File: src/rtl/button_debounce_if.sv
// Button bundle between the raw pins and the conditioned outputs.
// The DUT takes the slave modport; whoever drives the pins takes master.
interface button_debounce_if #(
  parameter int unsigned NUM_BUTTONS = 4
);
  logic [NUM_BUTTONS-1:0] n_button;
  logic [NUM_BUTTONS-1:0] button_state;
  logic [NUM_BUTTONS-1:0] button_press;
  logic [NUM_BUTTONS-1:0] button_release;
  logic [NUM_BUTTONS-1:0] button_long;

  modport master (
    output n_button,
    input  button_state,
    input  button_press,
    input  button_release,
    input  button_long
  );

  modport slave (
    input  n_button,
    output button_state,
    output button_press,
    output button_release,
    output button_long
  );
endinterface

File: src/rtl/button_debounce.sv
// Per-button conditioner: 2-flop synchroniser, debounce FSM and long-press timer per channel.
// All outputs are registered; strobes are single-cycle.
module button_debounce #(
  parameter int unsigned NUM_BUTTONS       = 4,
  parameter int unsigned DEBOUNCE_CYCLES   = 50000,
  parameter int unsigned LONG_PRESS_CYCLES = 25000000
) (
  input logic               main_clk,
  input logic               n_rst,
  button_debounce_if.slave  btn
);

  localparam int unsigned DebW  = $clog2(DEBOUNCE_CYCLES);
  localparam int unsigned HoldW = (LONG_PRESS_CYCLES > 0) ? $clog2(LONG_PRESS_CYCLES + 1) : 1;

  localparam logic [DebW-1:0]  DebLast = DebW'(DEBOUNCE_CYCLES - 2);
  localparam logic [HoldW-1:0] HoldMax = HoldW'(LONG_PRESS_CYCLES);
  localparam logic [HoldW-1:0] LongAt  = HoldW'(LONG_PRESS_CYCLES - 1);
  localparam logic             LongEn  = (LONG_PRESS_CYCLES != 0);

  typedef enum logic [1:0] {
    StIdle,
    StPressWait,
    StPressed,
    StReleaseWait
  } state_e;

  for (genvar i = 0; i < NUM_BUTTONS; i++) begin : g_ch
    logic             s1_q, s2_q;
    logic             raw;
    state_e           st_q, st_d;
    logic [DebW-1:0]  dcnt_q, dcnt_d;
    logic [HoldW-1:0] hold_q, hold_d;
    logic             level_q, level_d;
    logic             press_q, press_d;
    logic             rel_q, rel_d;
    logic             long_q, long_d;

    assign raw = ~s2_q;

    always_ff @(posedge main_clk or negedge n_rst) begin
      if (!n_rst) begin
        s1_q    <= 1'b1;
        s2_q    <= 1'b1;
        st_q    <= StIdle;
        dcnt_q  <= '0;
        hold_q  <= '0;
        level_q <= 1'b0;
        press_q <= 1'b0;
        rel_q   <= 1'b0;
        long_q  <= 1'b0;
      end else begin
        s1_q    <= btn.n_button[i];
        s2_q    <= s1_q;
        st_q    <= st_d;
        dcnt_q  <= dcnt_d;
        hold_q  <= hold_d;
        level_q <= level_d;
        press_q <= press_d;
        rel_q   <= rel_d;
        long_q  <= long_d;
      end
    end

    always_comb begin
      st_d    = st_q;
      dcnt_d  = dcnt_q;
      hold_d  = hold_q;
      level_d = level_q;
      press_d = 1'b0;
      rel_d   = 1'b0;
      long_d  = 1'b0;
      unique case (st_q)
        StIdle: begin
          if (raw) begin
            st_d   = StPressWait;
            dcnt_d = '0;
          end
        end
        StPressWait: begin
          if (!raw) begin
            st_d = StIdle;
          end else if (dcnt_q == DebLast) begin
            st_d    = StPressed;
            level_d = 1'b1;
            press_d = 1'b1;
            hold_d  = '0;
          end else begin
            dcnt_d = dcnt_q + 1'b1;
          end
        end
        StPressed: begin
          // Saturation at the threshold keeps the long strobe to one per press.
          if (hold_q != HoldMax) hold_d = hold_q + 1'b1;
          if (LongEn && (hold_q == LongAt)) long_d = 1'b1;
          if (!raw) begin
            st_d   = StReleaseWait;
            dcnt_d = '0;
          end
        end
        StReleaseWait: begin
          if (raw) begin
            st_d = StPressed;
          end else if (dcnt_q == DebLast) begin
            st_d    = StIdle;
            level_d = 1'b0;
            rel_d   = 1'b1;
          end else begin
            dcnt_d = dcnt_q + 1'b1;
          end
        end
        default: st_d = StIdle;
      endcase
    end

    assign btn.button_state[i]   = level_q;
    assign btn.button_press[i]   = press_q;
    assign btn.button_release[i] = rel_q;
    assign btn.button_long[i]    = long_q;
  end

endmodule
File: src/flat_wrapper.sv
// flat-port wrapper written by rule: the top's interface ports become plain ports
module button_debounce_flat 
#(
  parameter int unsigned NUM_BUTTONS       = 4,
  parameter int unsigned DEBOUNCE_CYCLES   = 50000,
  parameter int unsigned LONG_PRESS_CYCLES = 25000000
)
  (main_clk, n_rst, btn_n_button, btn_button_state, btn_button_press, btn_button_release, btn_button_long);
  button_debounce_if #(.NUM_BUTTONS(NUM_BUTTONS)) btn_i ();
  input logic main_clk;
  input logic n_rst;
  input wire logic [$bits(btn_i.n_button)-1:0] btn_n_button;
  output wire logic [$bits(btn_i.button_state)-1:0] btn_button_state;
  output wire logic [$bits(btn_i.button_press)-1:0] btn_button_press;
  output wire logic [$bits(btn_i.button_release)-1:0] btn_button_release;
  output wire logic [$bits(btn_i.button_long)-1:0] btn_button_long;
  assign btn_i.n_button = btn_n_button;
  assign btn_button_state = btn_i.button_state;
  assign btn_button_press = btn_i.button_press;
  assign btn_button_release = btn_i.button_release;
  assign btn_button_long = btn_i.button_long;
  button_debounce #(.NUM_BUTTONS(NUM_BUTTONS), .DEBOUNCE_CYCLES(DEBOUNCE_CYCLES), .LONG_PRESS_CYCLES(LONG_PRESS_CYCLES)) u_core (.main_clk(main_clk), .n_rst(n_rst), .btn(btn_i));
endmodule
File: config.mk
export PLATFORM = sky130hd
export DESIGN_NAME = button_debounce_flat
export DESIGN_NICKNAME = d
export VERILOG_FILES = /design/src/rtl/button_debounce_if.sv /design/src/rtl/button_debounce.sv /design/src/flat_wrapper.sv
export SDC_FILE = /design/constraint.sdc
export NUM_CORES = 1
export LEC_CHECK = 0
export ABC_AREA = 1
export CORE_MARGIN = 4
export CORE_UTILIZATION = 60
export CTS_CLUSTER_DIAMETER = 40
export DETAILED_ROUTE_END_ITERATION = 10
export PLACE_DENSITY = 0.79
export SYNTH_ARGS = -nofsm -noshare
export SYNTH_HDL_FRONTEND = slang
export SYNTH_SLANG_ARGS = --single-unit
File: constraint.sdc
create_clock -name main_clk -period 1.9 [get_ports main_clk]
set_clock_uncertainty 0.1 [all_clocks]
set_input_delay 0.38 -clock main_clk [delete_from_list [all_inputs] [get_ports main_clk]]
set_output_delay 0.38 -clock main_clk [all_outputs]
set_load 0.02 [all_outputs]
# Word-level counts from Yosys, hierarchy flattened
# Index checks and enable logic that the tools add are counted.
totals:
  register_bits: 196
  output_inout_bits: 16
op_classes:
  add_sub_neg: 8
  eq_ne: 60
  mux: 116
  reduce_logical: 28
op_table:
  columns: ["op", "n"]
  rows:
  - ["2-to-1 mux 16 bit", 20]
  - ["2-to-1 mux 25 bit", 12]
  - ["case mux 16 bit (4 select lines)", 4]
  - ["case mux 25 bit (2 select lines)", 4]
  - ["adder 25 x 1 -> 25 bit, second input constant", 4]
  - ["equality test 25 bit, second input constant", 4]
  - ["inequality test 25 bit, second input constant", 4]
  - ["adder 16 x 1 -> 16 bit, second input constant", 4]
  - ["equality test 16 bit, second input constant", 4]
  - ["2-to-1 mux 2 bit", 24]
  - ["AND reduction 4 bit", 12]
  - ["2-to-1 mux 1 bit", 44]
  - ["inequality test 2 x 1 -> 1 bit, second input constant", 20]
  - ["case mux 2 bit (4 select lines)", 4]
  - ["AND reduction 5 bit", 4]
  - ["equality test 2 bit, second input constant", 8]
  - ["inequality test 2 bit, second input constant", 8]
  - ["nonzero test 2 bit", 8]
  - ["inequality test 3 x 1 -> 1 bit, second input constant", 4]
  - ["inequality test 3 bit, second input constant", 4]
  - ["equality test 2 x 1 -> 1 bit, second input constant", 4]
  - ["logical NOT 2 bit", 4]
  - ["case mux 1 bit (2 select lines)", 4]

# Longest topological paths before layout
# Gate-level depths: netlist (run 1).
depth:
  word_depth: 4
  mapped_depth: 13
  mapped_depth_nobuf: 12

# Worst setup path before layout (run 1)
# OpenSTA, ideal clock, no wires.
synth_path:
  kind: "register -> register"
  start: "reg u_core.g_ch[3].dcnt_q[0]"
  end: "reg u_core.g_ch[3].hold_q[16]"
  setup_ns: 0.117
  t_arrival_ns: 1.472
  t_required_ns: 1.683
  slack_ns: 0.212
  path_stages_with_launch: 12
  period_less_slack_ns: 1.688
  path_cell_list: "dfrtp_1 inv_1 ha_1 nand2_1 nor3_1 nand2_1 nor2_4 nand2_2 buf_6 buf_6 nand3_1 nand2_1"
synth_between:
  elab_chain_cells: 3
synth_rtl:
  columns: ["item", "line_no", "rtl"]
  rows:
  - ["start, declared", "button_debounce.sv:32", "logic [DebW-1:0] dcnt_q, dcnt_d;"]
  - ["start signal, assigned", "button_debounce.sv:56", "dcnt_q <= dcnt_d;"]
  - ["equality test 16 bit", "button_debounce.sv:83", "end else if (dcnt_q == DebLast) begin"]
  - ["inequality test 2 x 1 -> 1 bit (no source line)", null, null]
  - ["AND reduction 4 bit (no source line)", null, null]
  - ["end signal, assigned", "button_debounce.sv:57", "hold_q <= hold_d;"]
  - ["end, declared", "button_debounce.sv:33", "logic [HoldW-1:0] hold_q, hold_d;"]
# No other way between the ends.
# A chain may end at the register's enable or synchronous reset.

# Worst setup path after layout (run 1)
layout_path:
  start: "reg u_core.g_ch[2].level_q"
  end: "out btn_button_state[2]"
layout_rtl:
  columns: ["item", "line_no", "rtl"]
  rows:
  - ["start, declared", "button_debounce.sv:34", "logic level_q, level_d;"]
  - ["start signal, assigned", "button_debounce.sv:58", "level_q <= level_d;"]
  - ["end, declared", "flat_wrapper.sv:13", "output wire logic [$bits(btn_i.button_state)-1:0] btn_button_state;"]
# No word-level cell between the ends.

==> summary.txt, run 1 <==
SYNTH
-----------------------------------------------------------------------------------
Area share of the largest cell type after synthesis ..................        38.0%
Avg Cell Area, Syn ...................................................     6.82 µm²
Number of standard cells after synthesis .............................        1,813
Syn. warnings ........................................................            0
Top cell type by total area after synthesis .......................... sky130_fd_sc_hd__dfrtp_1
Count leader, synth .................................................. sky130_fd_sc_hd__nand2_1
Top cell types by occurrence after synthesis ......................... 562 x sky130_fd_sc_hd__nand2_1, 257 x sky130_fd_sc_hd__nor2_1, 217 x sky130_fd_sc_hd__nand3_1, 188 x sky130_fd_sc_hd__dfrtp_1, 180 x sky130_fd_sc_hd__inv_1
Count of flip-flops with a built-in enable after synthesis ...........            0
Netlist area before placement ........................................   12,400 µm²
Net count after synthesis ............................................        1,835
Fraction of registers with async set/reset ...........................         100%
Number of library cell types mapped by synthesis .....................           42
Number of register bits inferred by synthesis ........................          196
Ys flop type ......................................................... sky130_fd_sc_hd__dfrtp_1
Sequential share of the synthesized area .............................        39.7%
Cells taking the most area after synthesis ........................... sky130_fd_sc_hd__dfrtp_1 38%, sky130_fd_sc_hd__nand2_1 17%, sky130_fd_sc_hd__nand3_1 8.8%

POWER AND IR DROP
-----------------------------------------------------------------------------------
Worst voltage drop across the vdd grid ...............................       584 µV
Total power divided by cell area .....................................   618 nW/µm²
Total power after layout .............................................      8.68 mW
Leakage ..............................................................      6.20 nW

PLACED DESIGN
-----------------------------------------------------------------------------------
Placer Congestion ....................................................        0.974
Detailed-placement wirelength estimate ...............................      20.9 mm
Pre-CTS worst setup slack ............................................     -63.3 ps
Number of port buffers ...............................................           21
Cell count after placement ...........................................        2,104

GRT
-----------------------------------------------------------------------------------
Total global-route track usage .......................................        26.4%
Largest net degree at the start of global routing ....................           50
Final global-route overflow total ....................................            0
Vias in the first global route .......................................       11,200
First-pass GRT wire length ...........................................      50.4 mm
Number of antenna violations at the first check in global routing ....            0

CLOCK TREE
-----------------------------------------------------------------------------------
TritonCTS buffer count ...............................................           17
Clock Tree Root ...................................................... sky130_fd_sc_hd__clkbuf_16
CTS clk-pin slew, worst paths ........................................        80 ps
H-tree depth reported by CTS .........................................            4
Clock tree from TritonCTS ............................................          yes
Maximum clock insertion buffer count .................................            2
Total number of clock tree sinks .....................................          196
Source-to-sink clock delay at the later pin of the worst-skew pair ...       440 ps

TIMING
-----------------------------------------------------------------------------------
Fin worst setup slack ................................................      42.1 ps
Final min period .....................................................      1860 ps
Hold Violations, Final ...............................................            0
Slew at the pin closest to its max-slew limit ........................       601 ps
Worst max-slew margin expressed relative to the limit ................        59.4%
Total of endpoints with negative setup slack in the final report .....            0
Tcrit/Tclk final .....................................................        97.8%
Max Freq .............................................................      538 MHz
Worst hold slack after final layout ..................................       236 ps
Slew Limit Fails .....................................................            0
Setup repair after global routing missed its margin ..................         true

DIE
-----------------------------------------------------------------------------------
Die Area .............................................................   23,000 µm²
Top Ports ............................................................           22
Starting density of the core .........................................        61.1%
Die Wd ...............................................................       152 µm
Die boundary height ..................................................       152 µm
Row count ............................................................           52
Area of the core .....................................................   20,200 µm²

CRITICAL PATH
-----------------------------------------------------------------------------------
Slowest cell on the critical path .................................... sky130_fd_sc_hd__clkdlybuf4s50_1
Stage delay of the slowest cell on the critical path .................       600 ps
Highest fanout seen on the critical path .............................            2
Kind of end point of the critical path ............................... primary output
Kind of cell with the highest combined delay on the critical path .... buffers and inverters
Critical Path, Cell by Cell .......................................... clkdlybuf4s50_1
Buffer and inverter count on the worst path ..........................            1
WP data arrival ......................................................      1380 ps
Data required, critical path .........................................      1420 ps
Startpoint type of the worst setup path ..............................    flip-flop
Class of the most critical setup path ................................ flip-flop to primary output
R2r setup slk ........................................................        90 ps

CELLS AND AREA
-----------------------------------------------------------------------------------
Count of placed standard cells in the final layout, fillers left out .        2,151
Area of all sequential standard cells ................................     4920 µm²
Area growth syn-to-layout ............................................        13.6%
Area occupied by multi-input gates ...................................     6490 µm²
Filler cells .........................................................        1,656
Net count, final .....................................................        1,891
Diode count ..........................................................            0
Proportion of layout cells with a drive suffix above 1 ...............        9.09%

ROUTE
-----------------------------------------------------------------------------------
Count of vias placed by the detailed router ..........................       12,000
Aggregate routed wire length .........................................      30.1 mm
Mean number of vias per cell .........................................         5.57
Residual antenna-violating net count after detailed routing ..........            0
Number of remaining DRC errors .......................................            0
Routed len/inst ......................................................      14.0 µm
1st-iter DRT viols ...................................................          943
First-pass DRT Iterations ............................................            6

MIN PATH
-----------------------------------------------------------------------------------
Class of the worst hold path ......................................... input port to flip-flop

RUN
-----------------------------------------------------------------------------------
Max-cap violations ...................................................            0

STATUS
-----------------------------------------------------------------------------------
Status ............................................................... complete, no violations

flip-flops by register name, indices dropped and copies added, names as in the netlist, named ones only:
name / flops
u_core.g_ch.hold_q: 100
u_core.g_ch.rel_q: 4
u_core.g_ch.s2_q: 4
u_core.g_ch.st_q: 4
u_core.g_ch.dcnt_q: 64
u_core.g_ch.long_q: 4
u_core.g_ch.press_q: 4
u_core.g_ch.level_q: 4
u_core.g_ch.s1_q: 4
report_power, final:
group          internal, mW  switching, mW  leakage [nW]
combinational         0.128          0.233          3.19
sequential             4.22         0.0414          2.69
clock                  2.47           1.59         0.314
total                  6.82           1.86          6.20
worst paths after layout:
kind | from | endpoint | depth (start not counted)
max | u_core.g_ch[2].level_q$_DFFE_PN0P_ | btn_button_state[2] | 1
min | btn_n_button[0] | u_core.g_ch[0].s1_q$_DFF_PN1_ | 1
max reg2reg | u_core.g_ch[3].hold_q[1]$_DFFE_PN0P_ | u_core.g_ch[3].hold_q[24]$_DFFE_PN0P_ | 11
min reg2reg | u_core.g_ch[0].s1_q$_DFF_PN1_ | u_core.g_ch[0].s2_q$_DFF_PN1_ | 0
max in group asynchronous | n_rst | u_core.g_ch[3].s2_q$_DFF_PN1_ | 3
min in group asynchronous | n_rst | u_core.g_ch[3].hold_q[1]$_DFFE_PN0P_ | 2
kinds of logic (layout without fill, tap and decap cells):
group                      count (synthesis)  count (layout)  synth area share (%)
DFF                                      196             196                  39.7
AOI/OAI and AO/OA                        138             138                  6.00
and+or+nand+nor                         1188            1188                  41.5
adders and majority gates                 16              16                  1.62
xor gates and xnor gates                  35              35                  2.48
buffers and inverters                    240             308                  8.67
what timing repair did:
item	in CTS	in global routing
cloned	3	2
pin swaps	0	10
gates resized for setup	11	45
endpoints found under the setup margin	25	116
endpoints found under the hold margin	36	0
hold buffers	1	0
buffers inserted	0	10
metal layers:
| metal | global-route usage, % | vias up | share of wire, % |
|---|---|---|---|
| met2 | 43.4 | 427 | 47 |
| met3 | 4.10 | 59 | 6.7 |
| li1 | - | 5932 | - |
| met1 | 36.2 | 5561 | 44 |
| met4 | 7.95 | 0 | 2.1 |
| met5 | 0 | - | 0 |
placed cells by master (no fill, tap or decap), types with 26 or more instances in the layout:
cell,count
sky130_fd_sc_hd__nor2_1,252
sky130_fd_sc_hd__o21ai_0,88
sky130_fd_sc_hd__o21ai_1,26
sky130_fd_sc_hd__buf_4,59
sky130_fd_sc_hd__dfrtp_1,185
sky130_fd_sc_hd__nor3_1,33
sky130_fd_sc_hd__nand4_1,63
sky130_fd_sc_hd__nand3_1,216
sky130_fd_sc_hd__inv_1,176
sky130_fd_sc_hd__nand2_1,559
worst register-to-register path, stage by stage (launching register included):
cell	delay (ps)
sky130_fd_sc_hd__dfrtp_1	420
sky130_fd_sc_hd__ha_1	230
sky130_fd_sc_hd__nand2_1	130
sky130_fd_sc_hd__nor2_4	190
sky130_fd_sc_hd__nand2_1	160
sky130_fd_sc_hd__inv_1	130
sky130_fd_sc_hd__nand2_1	60
sky130_fd_sc_hd__nand2_1	60
sky130_fd_sc_hd__nand2_1	40
sky130_fd_sc_hd__nor2_1	80
sky130_fd_sc_hd__nand2_1	70
sky130_fd_sc_hd__nand2_1	60
final cells by class:
cell class              count  share of cell area, %
clock inverters            12                   1.64
repair buffers             93                   6.58
flip-flops and latches    196                   35.0
repair inverters            3                  0.160
multi-input cells        1377                   46.2
well taps                 270                   2.40
clock buffers              19                   3.08
inverters                 181                   4.89
per-stage QoR:
step	cell area (µm²)	TNS (ps)	utilization, %
2_1_floorplan	12400	0	-
3_3_place_gp	13000	0	64.5
3_5_place_dp	13000	-633	64.5
4_1_cts	13800	0	68.0
5_1_grt	14000	-81.1	69.4
6_report	14000	0	69.4
(Power assumes the default switching activity.)
==> inputs of run 2 (changes only) <==
--- a/config.mk
+++ b/config.mk
@@ -11,6 +11,8 @@
 export CTS_CLUSTER_DIAMETER = 40
 export DETAILED_ROUTE_END_ITERATION = 10
 export PLACE_DENSITY = 0.79
+export REMOVE_ABC_BUFFERS = 1
+export SKIP_CTS_REPAIR_TIMING = 1
 export SYNTH_ARGS = -nofsm -noshare
 export SYNTH_HDL_FRONTEND = slang
 export SYNTH_SLANG_ARGS = --single-unit
==> run 2 against run 1 <==
Effect of this change:
- cell area is 0.39% lower
- core utilization is 0.27 points lower
- sequential power hardly changed
- total power is 3.8% lower
- hold slack worse by 2.8 ps
- worst setup slack better by 9.4 ps
- global-route usage is 0.29 points higher
- final cell count hardly changed
- largest cell class unchanged
- clock power is 7.9% lower
- wire length is 1.2% higher
- critical path depth stayed put
- non-clock buffer count is 1 higher
==> summary.txt, run 2 (synthesis gave the netlist of run 1 again) <==
TIMING
-----------------------------------------------------------------------------------
Slew at the pin closest to its max-slew limit ........................       491 ps
Hold Violations, Final ...............................................            0
Max Freq .............................................................      541 MHz
Slew Limit Fails .....................................................            0
Total of endpoints with negative setup slack in the final report .....            0
Tcrit/Tclk final .....................................................        97.3%
Final min period .....................................................      1850 ps
Worst max-slew margin expressed relative to the limit ................        67.3%
Fin worst setup slack ................................................      51.5 ps
Setup repair after global routing missed its margin ..................         true

CRITICAL PATH
-----------------------------------------------------------------------------------
Kind of cell with the highest combined delay on the critical path .... buffers and inverters
WP data arrival ......................................................      1370 ps
Buffer and inverter count on the worst path ..........................            1
Critical Path, Cell by Cell .......................................... clkdlybuf4s50_1
Kind of end point of the critical path ............................... primary output
Highest fanout seen on the critical path .............................            1
Class of the most critical setup path ................................ flip-flop to primary output
Stage delay of the slowest cell on the critical path .................       610 ps
Startpoint type of the worst setup path ..............................    flip-flop
Data required, critical path .........................................      1420 ps
Slowest cell on the critical path .................................... sky130_fd_sc_hd__clkdlybuf4s50_1

POWER AND IR DROP
-----------------------------------------------------------------------------------
Total power divided by cell area .....................................   597 nW/µm²
Leakage ..............................................................      6.14 nW
Total power after layout .............................................      8.36 mW
Worst voltage drop across the vdd grid ...............................       570 µV

CELLS AND AREA
-----------------------------------------------------------------------------------
Filler cells .........................................................        1,708
Count of placed standard cells in the final layout, fillers left out .        2,153
Leading cell type in the layout, fill and taps excluded .............. sky130_fd_sc_hd__nand2_1
Proportion of layout cells with a drive suffix above 1 ...............        9.35%
Biggest registers after layout ....................................... u_core.g_ch.hold_q (100), u_core.g_ch.dcnt_q (64)
Diode count ..........................................................            0
Utilization of the core after routing ................................        69.2%
Non-Filler Cell Area, Final ..........................................   14,000 µm²
Most frequent cells in the layout .................................... 558 x sky130_fd_sc_hd__nand2_1, 251 x sky130_fd_sc_hd__nor2_1, 216 x sky130_fd_sc_hd__nand3_1
Flip-flop count of the largest register after layout .................          100
Biggest register ..................................................... u_core.g_ch.hold_q
Area growth syn-to-layout ............................................        13.1%
Net count, final .....................................................        1,892

DIE
-----------------------------------------------------------------------------------
Starting density of the core .........................................        61.1%
Die boundary height ..................................................       152 µm
Die Wd ...............................................................       152 µm
Die Area .............................................................   23,000 µm²
Row count ............................................................           52
Area of the core .....................................................   20,200 µm²
Top Ports ............................................................           22

STATUS
-----------------------------------------------------------------------------------
Status ............................................................... complete, no violations

PLACED DESIGN
-----------------------------------------------------------------------------------
Pre-CTS worst setup slack ............................................      -117 ps
Instance area at placement ...........................................   13,100 µm²
Cell count after placement ...........................................        2,105
Placer Congestion ....................................................        0.951
Number of port buffers ...............................................           21
Detailed-placement wirelength estimate ...............................      21.5 mm

MIN PATH
-----------------------------------------------------------------------------------
Class of the worst hold path ......................................... input port to flip-flop

CLOCK TREE
-----------------------------------------------------------------------------------
H-tree depth reported by CTS .........................................            4
CTS clk-pin slew, worst paths ........................................        80 ps
TritonCTS buffer count ...............................................           17
Clock tree from TritonCTS ............................................          yes
Source-to-sink clock delay at the later pin of the worst-skew pair ...       440 ps
Total number of clock tree sinks .....................................          196
Maximum clock insertion buffer count .................................            2
Clock Tree Root ...................................................... sky130_fd_sc_hd__clkbuf_16

ROUTE
-----------------------------------------------------------------------------------
1st-iter DRT viols ...................................................          937
Count of vias placed by the detailed router ..........................       11,900
Aggregate routed wire length .........................................      30.4 mm
Number of remaining DRC errors .......................................            0
Routed len/inst ......................................................      14.1 µm
Mean number of vias per cell .........................................         5.53
First-pass DRT Iterations ............................................            8
Residual antenna-violating net count after detailed routing ..........            0

RUN
-----------------------------------------------------------------------------------
Max-cap violations ...................................................            0

GRT
-----------------------------------------------------------------------------------
Vias in the first global route .......................................       11,000
First-pass GRT wire length ...........................................      50.9 mm
Final global-route overflow total ....................................            0
Total global-route track usage .......................................        26.6%
Number of antenna violations at the first check in global routing ....            0
Largest net degree at the start of global routing ....................           49

[run 2: where the power goes]
group	switching, mW	total (mW)	internal, mW
clock network	1.63	3.74	2.12
registers	0.0407	4.26	4.22
logic	0.231	0.350	0.118
total	1.90	8.36	6.46
[run 2: metal layers]
layer | up-vias | global-route usage (%) | share of wire, % | wire length [µm]
met5 | - | 0 | 0 | 0
met4 | 0 | 6.51 | 1.4 | 411
met3 | 41 | 3.90 | 5.4 | 1660
met2 | 397 | 44.3 | 47 | 14400
met1 | 5527 | 37.0 | 46 | 14000
li1 | 5951 | - | - | -
[run 2: path summary, 6_finish.rpt]
path                                                           start                               endpoint  slack (ps)  cells after the start
worst min-delay path                                 btn_n_button[0]          u_core.g_ch[0].s1_q$_DFF_PN1_         230                      1
worst max-delay path                 u_core.g_ch[1].long_q$_DFF_PN0_                     btn_button_long[1]          50                      1
worst max register to register  u_core.g_ch[2].dcnt_q[0]$_DFFE_PN0P_  u_core.g_ch[2].dcnt_q[14]$_DFFE_PN0P_          60                     11
min in group asynchronous                                      n_rst   u_core.g_ch[2].dcnt_q[9]$_DFFE_PN0P_         320                      2
max in group asynchronous                                      n_rst          u_core.g_ch[3].s2_q$_DFF_PN1_         720                      3
worst min register to register         u_core.g_ch[0].s1_q$_DFF_PN1_          u_core.g_ch[0].s2_q$_DFF_PN1_         270                      0
[run 2: metrics by stage]
| stage | hold slack (ps) | TNS (ps) |
|---|---|---|
| finish | 233 | 0 |
| global route | 237 | -369 |
| CTS | -245 | -987 |
| detailed placement | 223 | -665 |
| global placement | 222 | 0 |
| floorplan | -15.6 | -3990 |
[run 2: cell type report]
type / count / area, µm² / share of cell area, %
clock buffers: 20 / 447 / 3.19
repair buffers: 94 / 957 / 6.84
inverters: 181 / 683 / 4.88
clock inverters: 12 / 155 / 1.11
well taps: 270 / 338 / 2.41
multi-input cells: 1377 / 6470 / 46.2
flip-flops and latches: 196 / 4920 / 35.2
repair inverters: 3 / 22.5 / 0.161
